<file path="src/rtl/pipe_reg_chain.sv">
// pipe_reg_chain
// A chain of DEPTH register stages, WIDTH bits each, with one valid bit per
// stage. Valid/ready handshake on both ends. Empty stages accept
// unconditionally, so bubbles close up without waiting for the consumer.
// A global halt freezes every stage. A synchronous flush clears every valid
// bit. o_count reports how many stages currently hold valid data.
module pipe_reg_chain #(
  parameter int WIDTH = 8,
  parameter int DEPTH = 2,
  parameter int CW    = $clog2(DEPTH + 1)
) (
  input  logic             clk,
  input  logic             arst_n,
  input  logic [WIDTH-1:0] i_d,
  input  logic             i_valid,
  output logic             o_ready,
  input  logic             i_halt,
  input  logic             i_flush,
  output logic [WIDTH-1:0] o_q,
  output logic             o_valid,
  input  logic             i_ready,
  output logic [CW-1:0]    o_count
);

  // Stage 0 is on the input side; stage DEPTH-1 drives o_q/o_valid.
  logic [WIDTH-1:0] d    [DEPTH];
  logic [DEPTH-1:0] v;

  // Load enable per stage, and what each stage would capture when enabled.
  logic [DEPTH-1:0] en;
  logic [DEPTH-1:0] in_v;
  logic [WIDTH-1:0] in_d [DEPTH];

  // Load enables ripple from the output side toward the input side.
  // A stage may load when it is empty or when its successor is loading.
  // NOTE: every signal written in always_comb gets a default first, so no path leaves it unassigned and no latch is inferred.
  always_comb begin
    en            = '0;
    en[DEPTH-1]   = ~v[DEPTH-1] | i_ready;
    for (int k = DEPTH - 2; k >= 0; k--) begin
      en[k] = ~v[k] | en[k+1];
    end
  end

  // Incoming word for each stage: upstream for stage 0, predecessor otherwise.
  always_comb begin
    in_v[0] = i_valid;
    in_d[0] = i_d;
    for (int k = 1; k < DEPTH; k++) begin
      in_v[k] = v[k-1];
      in_d[k] = d[k-1];
    end
  end

  // Valid bits: flush clears them, halt freezes them, otherwise enabled
  // stages take their predecessor's valid bit.
  // NOTE: sequential state uses non-blocking assignments, so every stage samples its predecessor's pre-edge value and the shift is simultaneous.
  always_ff @(posedge clk or negedge arst_n) begin
    if (!arst_n) begin
      v <= '0;
    end else if (i_flush) begin
      v <= '0;
    end else if (!i_halt) begin
      for (int k = 0; k < DEPTH; k++) begin
        if (en[k]) begin
          v[k] <= in_v[k];
        end
      end
    end
  end

  // Payload registers: loaded only when an enabled stage receives a valid
  // word, so an invalid slot keeps its last data. Flush leaves data alone.
  // NOTE: the payload array is reset as well, because o_q must read zero after reset rather than stale or X contents.
  always_ff @(posedge clk or negedge arst_n) begin
    if (!arst_n) begin
      for (int k = 0; k < DEPTH; k++) begin
        d[k] <= '0;
      end
    end else if (!i_flush && !i_halt) begin
      for (int k = 0; k < DEPTH; k++) begin
        if (en[k] && in_v[k]) begin
          d[k] <= in_d[k];
        end
      end
    end
  end

  // Occupancy: population count of the valid bits, registered state only.
  always_comb begin
    o_count = '0;
    for (int k = 0; k < DEPTH; k++) begin
      o_count = o_count + CW'(v[k]);
    end
  end

  // Handshake outputs. Halt hides the output word and refuses input;
  // flush refuses input but still shows the pre-flush output valid.
  always_comb begin
    o_ready = en[0] & ~i_halt & ~i_flush;
    o_valid = v[DEPTH-1] & ~i_halt;
    o_q     = d[DEPTH-1];
  end

endmodule
</file>
<file path="config.mk">
export PLATFORM = sky130hd
export DESIGN_NAME = pipe_reg_chain
export DESIGN_NICKNAME = d
export VERILOG_FILES = /design/src/rtl/pipe_reg_chain.sv
export SDC_FILE = /design/constraint.sdc
export NUM_CORES = 1
export LEC_CHECK = 0
export BUFFER_PORTS_ARGS = -buffer_cell sky130_fd_sc_hd__buf_2
export CAP_MARGIN = 15
export CORE_MARGIN = 2
export CORE_UTILIZATION = 48
export CTS_CLUSTER_DIAMETER = 120
export DETAILED_ROUTE_END_ITERATION = 7
export HOLD_SLACK_MARGIN = 0.05
export PLACE_DENSITY = 0.81
export SLEW_MARGIN = 0
export SYNTH_ARGS = -nofsm -noshare
export SYNTH_HDL_FRONTEND = slang
export SYNTH_SLANG_ARGS = --single-unit
</file>
<file path="constraint.sdc">
create_clock -name clk -period 1.6 [get_ports clk]
set_input_delay 0 -clock clk [delete_from_list [all_inputs] [get_ports clk]]
set_output_delay 0 -clock clk [all_outputs]
set_load 0.01 [all_outputs]
</file>
==> metrics.csv <==
metric;value;unit
startpoint_type;flop;
grt_pass1_vias;530;
crit_fanout;5;
cts_made_buffers;3;
multiInputGateArea;300;um2
register_area;450;um2
wl_per_cell;12.6;um
synth_top_family_by_area;multiplexers;
ctsLongestPathBuffers;2;
synth_compound_area_frac;0.0246;
drv_slew;0;
cp_data_arrival_time;1640;ps
hold_class;in -> reg;
areaGrowthSynthToFinish;28.4;%
p_per_area;1130;nW/um2
finish.utilization;0.679;
synth_warnings;0;
synth_seq_cells;18;
synthMuxAreaShare;0.221;
tightestPinTransition;381;ps
ios;26;
portBuffers;25;
die_w;45.2;um
synth_fa_ha_area_frac;0.0154;
grt_max_degree;19;
firstDrtPassIters;2;
clock_tree.root_cell;clkbuf_4;
num_rows;14;
start_util;0.528;
grt_antenna_before_repair;0;
final_hold_viol_count;0;
routed_wl;1.33;mm
power_leakage;0.532;nW
maxSlewHeadroom;0.746;
cts_sinks;18;
core_area;1540;um2
ir_drop;0.806;mV
ys_dominant_reg_cell;dfrtp_1;
drtIter0Drc;1;
drive_above_1_share;0.539;
finalCriticalPeriod;1460;ps
synth_area_per_cell;14.3;um2
die_y;45.2;um
setup_tns;0;ps
nFillCells;128;
max-cap-violations;0;
dieArea;2040;um2
worstSetupPathType;reg -> reg;
via_per_inst;5.01;
fin_skew;0.702;ps
syn_area;815;um2
status;finished clean;
gp_congestion;0.647;
yosysSeqAreaShare;0.553;
route.vias.total;526;
ys_types;14;
setup_violations;0;
yosys.area_share.simple;0.108;
cp-end-kind;flop;
final_nets;105;
synth_nets;72;
period_share;0.910;
grtUsageTotal;0.165;
rsz0062_at_grt;no;
drc;0;
post_cts_buffers;0;
synth_edf_count;0;
async_reset_ff_frac;1.00;
max_clock_freq;0.687;GHz
grt_pass1_wl;2.28;mm
tritoncts;built;
syn-instance-count;57;
ant_nets;0;
synthXorXnorAreaFrac;0;
cp_data_required_time;1780;ps
clk_pin_slew;90;ps
gr-total-overflow;0;
clk_latency;290;ps
htreeDepth;1;
n_antenna_cell;0;
routing by layer:
layer  track usage  up-vias  wire length (um)
li1              -      253                 -
met1         0.184      253               524
met2         0.271       15               704
met3        0.0720        5                76
met4        0.0706        0                23
met5             0        -                 0
state kept, by name (all words and copies together) (netlist names):
name	cells
o_q	8
d	8
v	2
power by group:
part	total, mW	switching (mW)	internal [mW]
Clock	0.267	0.128	0.139
Combinational	0.295	0.123	0.172
Sequential	0.625	0.0551	0.569
Total	1.19	0.306	0.880
cells in the mapped netlist (2+ instances only):
cell type / n / area share
dfrtp_1: 18 / 0.55
mux2_2: 16 / 0.22
buf_4: 8 / 0.074
a21oi_1: 2 / 0.012
nand2b_1: 2 / 0.015
nor2b_1: 2 / 0.015
o21ai_0: 2 / 0.012
final timing paths:
kind / slack, ps / startpoint / to / depth (start not counted)
min reg2reg: 500 / o_q[2] / o_q[2] / 1
max reg2reg: 140 / v[1] / v[0] / 4
max: 140 / v[1] / v[0] / 4
min in group asynchronous: 160 / arst_n / d[15] / 2
min: 70 / i_halt / v[1] / 3
max in group asynchronous: 1170 / arst_n / o_q[4] / 2
per-stage QoR:
stage               std cells  setup slack [ps]  hold WS, ps  total power [mW]  cell area [um2]
floorplan                  57               433         -296             0.886              815
global placement           90               353        -57.7             0.902              900
detailed placement         90               336        -55.7             0.910              900
CTS                       105               153         54.7              1.21             1050
global route              105              37.6         98.1              1.27             1050
finish                    105               144         69.8              1.19             1050
worst max-delay path, stage by stage, from the launching register on:
cell	delay, ps
dfrtp_1	430
nor2b_1	160
o21ai_0	140
a21oi_1	80
dlygate4sd3_1	550
cell type report:
type / instances / area share
flip-flops and latches: 18 / 0.431
multi-input cells: 30 / 0.287
repair buffers: 36 / 0.225
clock buffers: 4 / 0.0347
well taps: 16 / 0.0191
inverters: 1 / 0.00359
kinds of logic (layout without fill, tap and decap cells):
| family | after synthesis | count (layout) |
|---|---|---|
| flops | 18 | 18 |
| mux | 16 | 16 |
| simple gates | 9 | 9 |
| buf+inv | 9 | 41 |
| compound gates | 4 | 4 |
| fa+ha+maj | 1 | 1 |
cell usage in the layout, fill, tap and decap left out:
cell type	n
clkbuf_8	1
nand3b_4	1
nand2b_1	2
nor2b_1	2
ha_1	1
dlygate4sd3_1	11
buf_2	25
a21oi_1	2
nand3b_1	1
mux2_2	16
clkbuf_4	3
dfrtp_1	18
nor2_4	1
o21ai_0	2
and2_1	1
inv_1	1
nand3_4	1
timing repair:
action	CTS	global route
endpoints found under the hold margin	28	0
hold buffers	11	0
gates resized for setup	0	0
(Power assumes the default switching activity.)
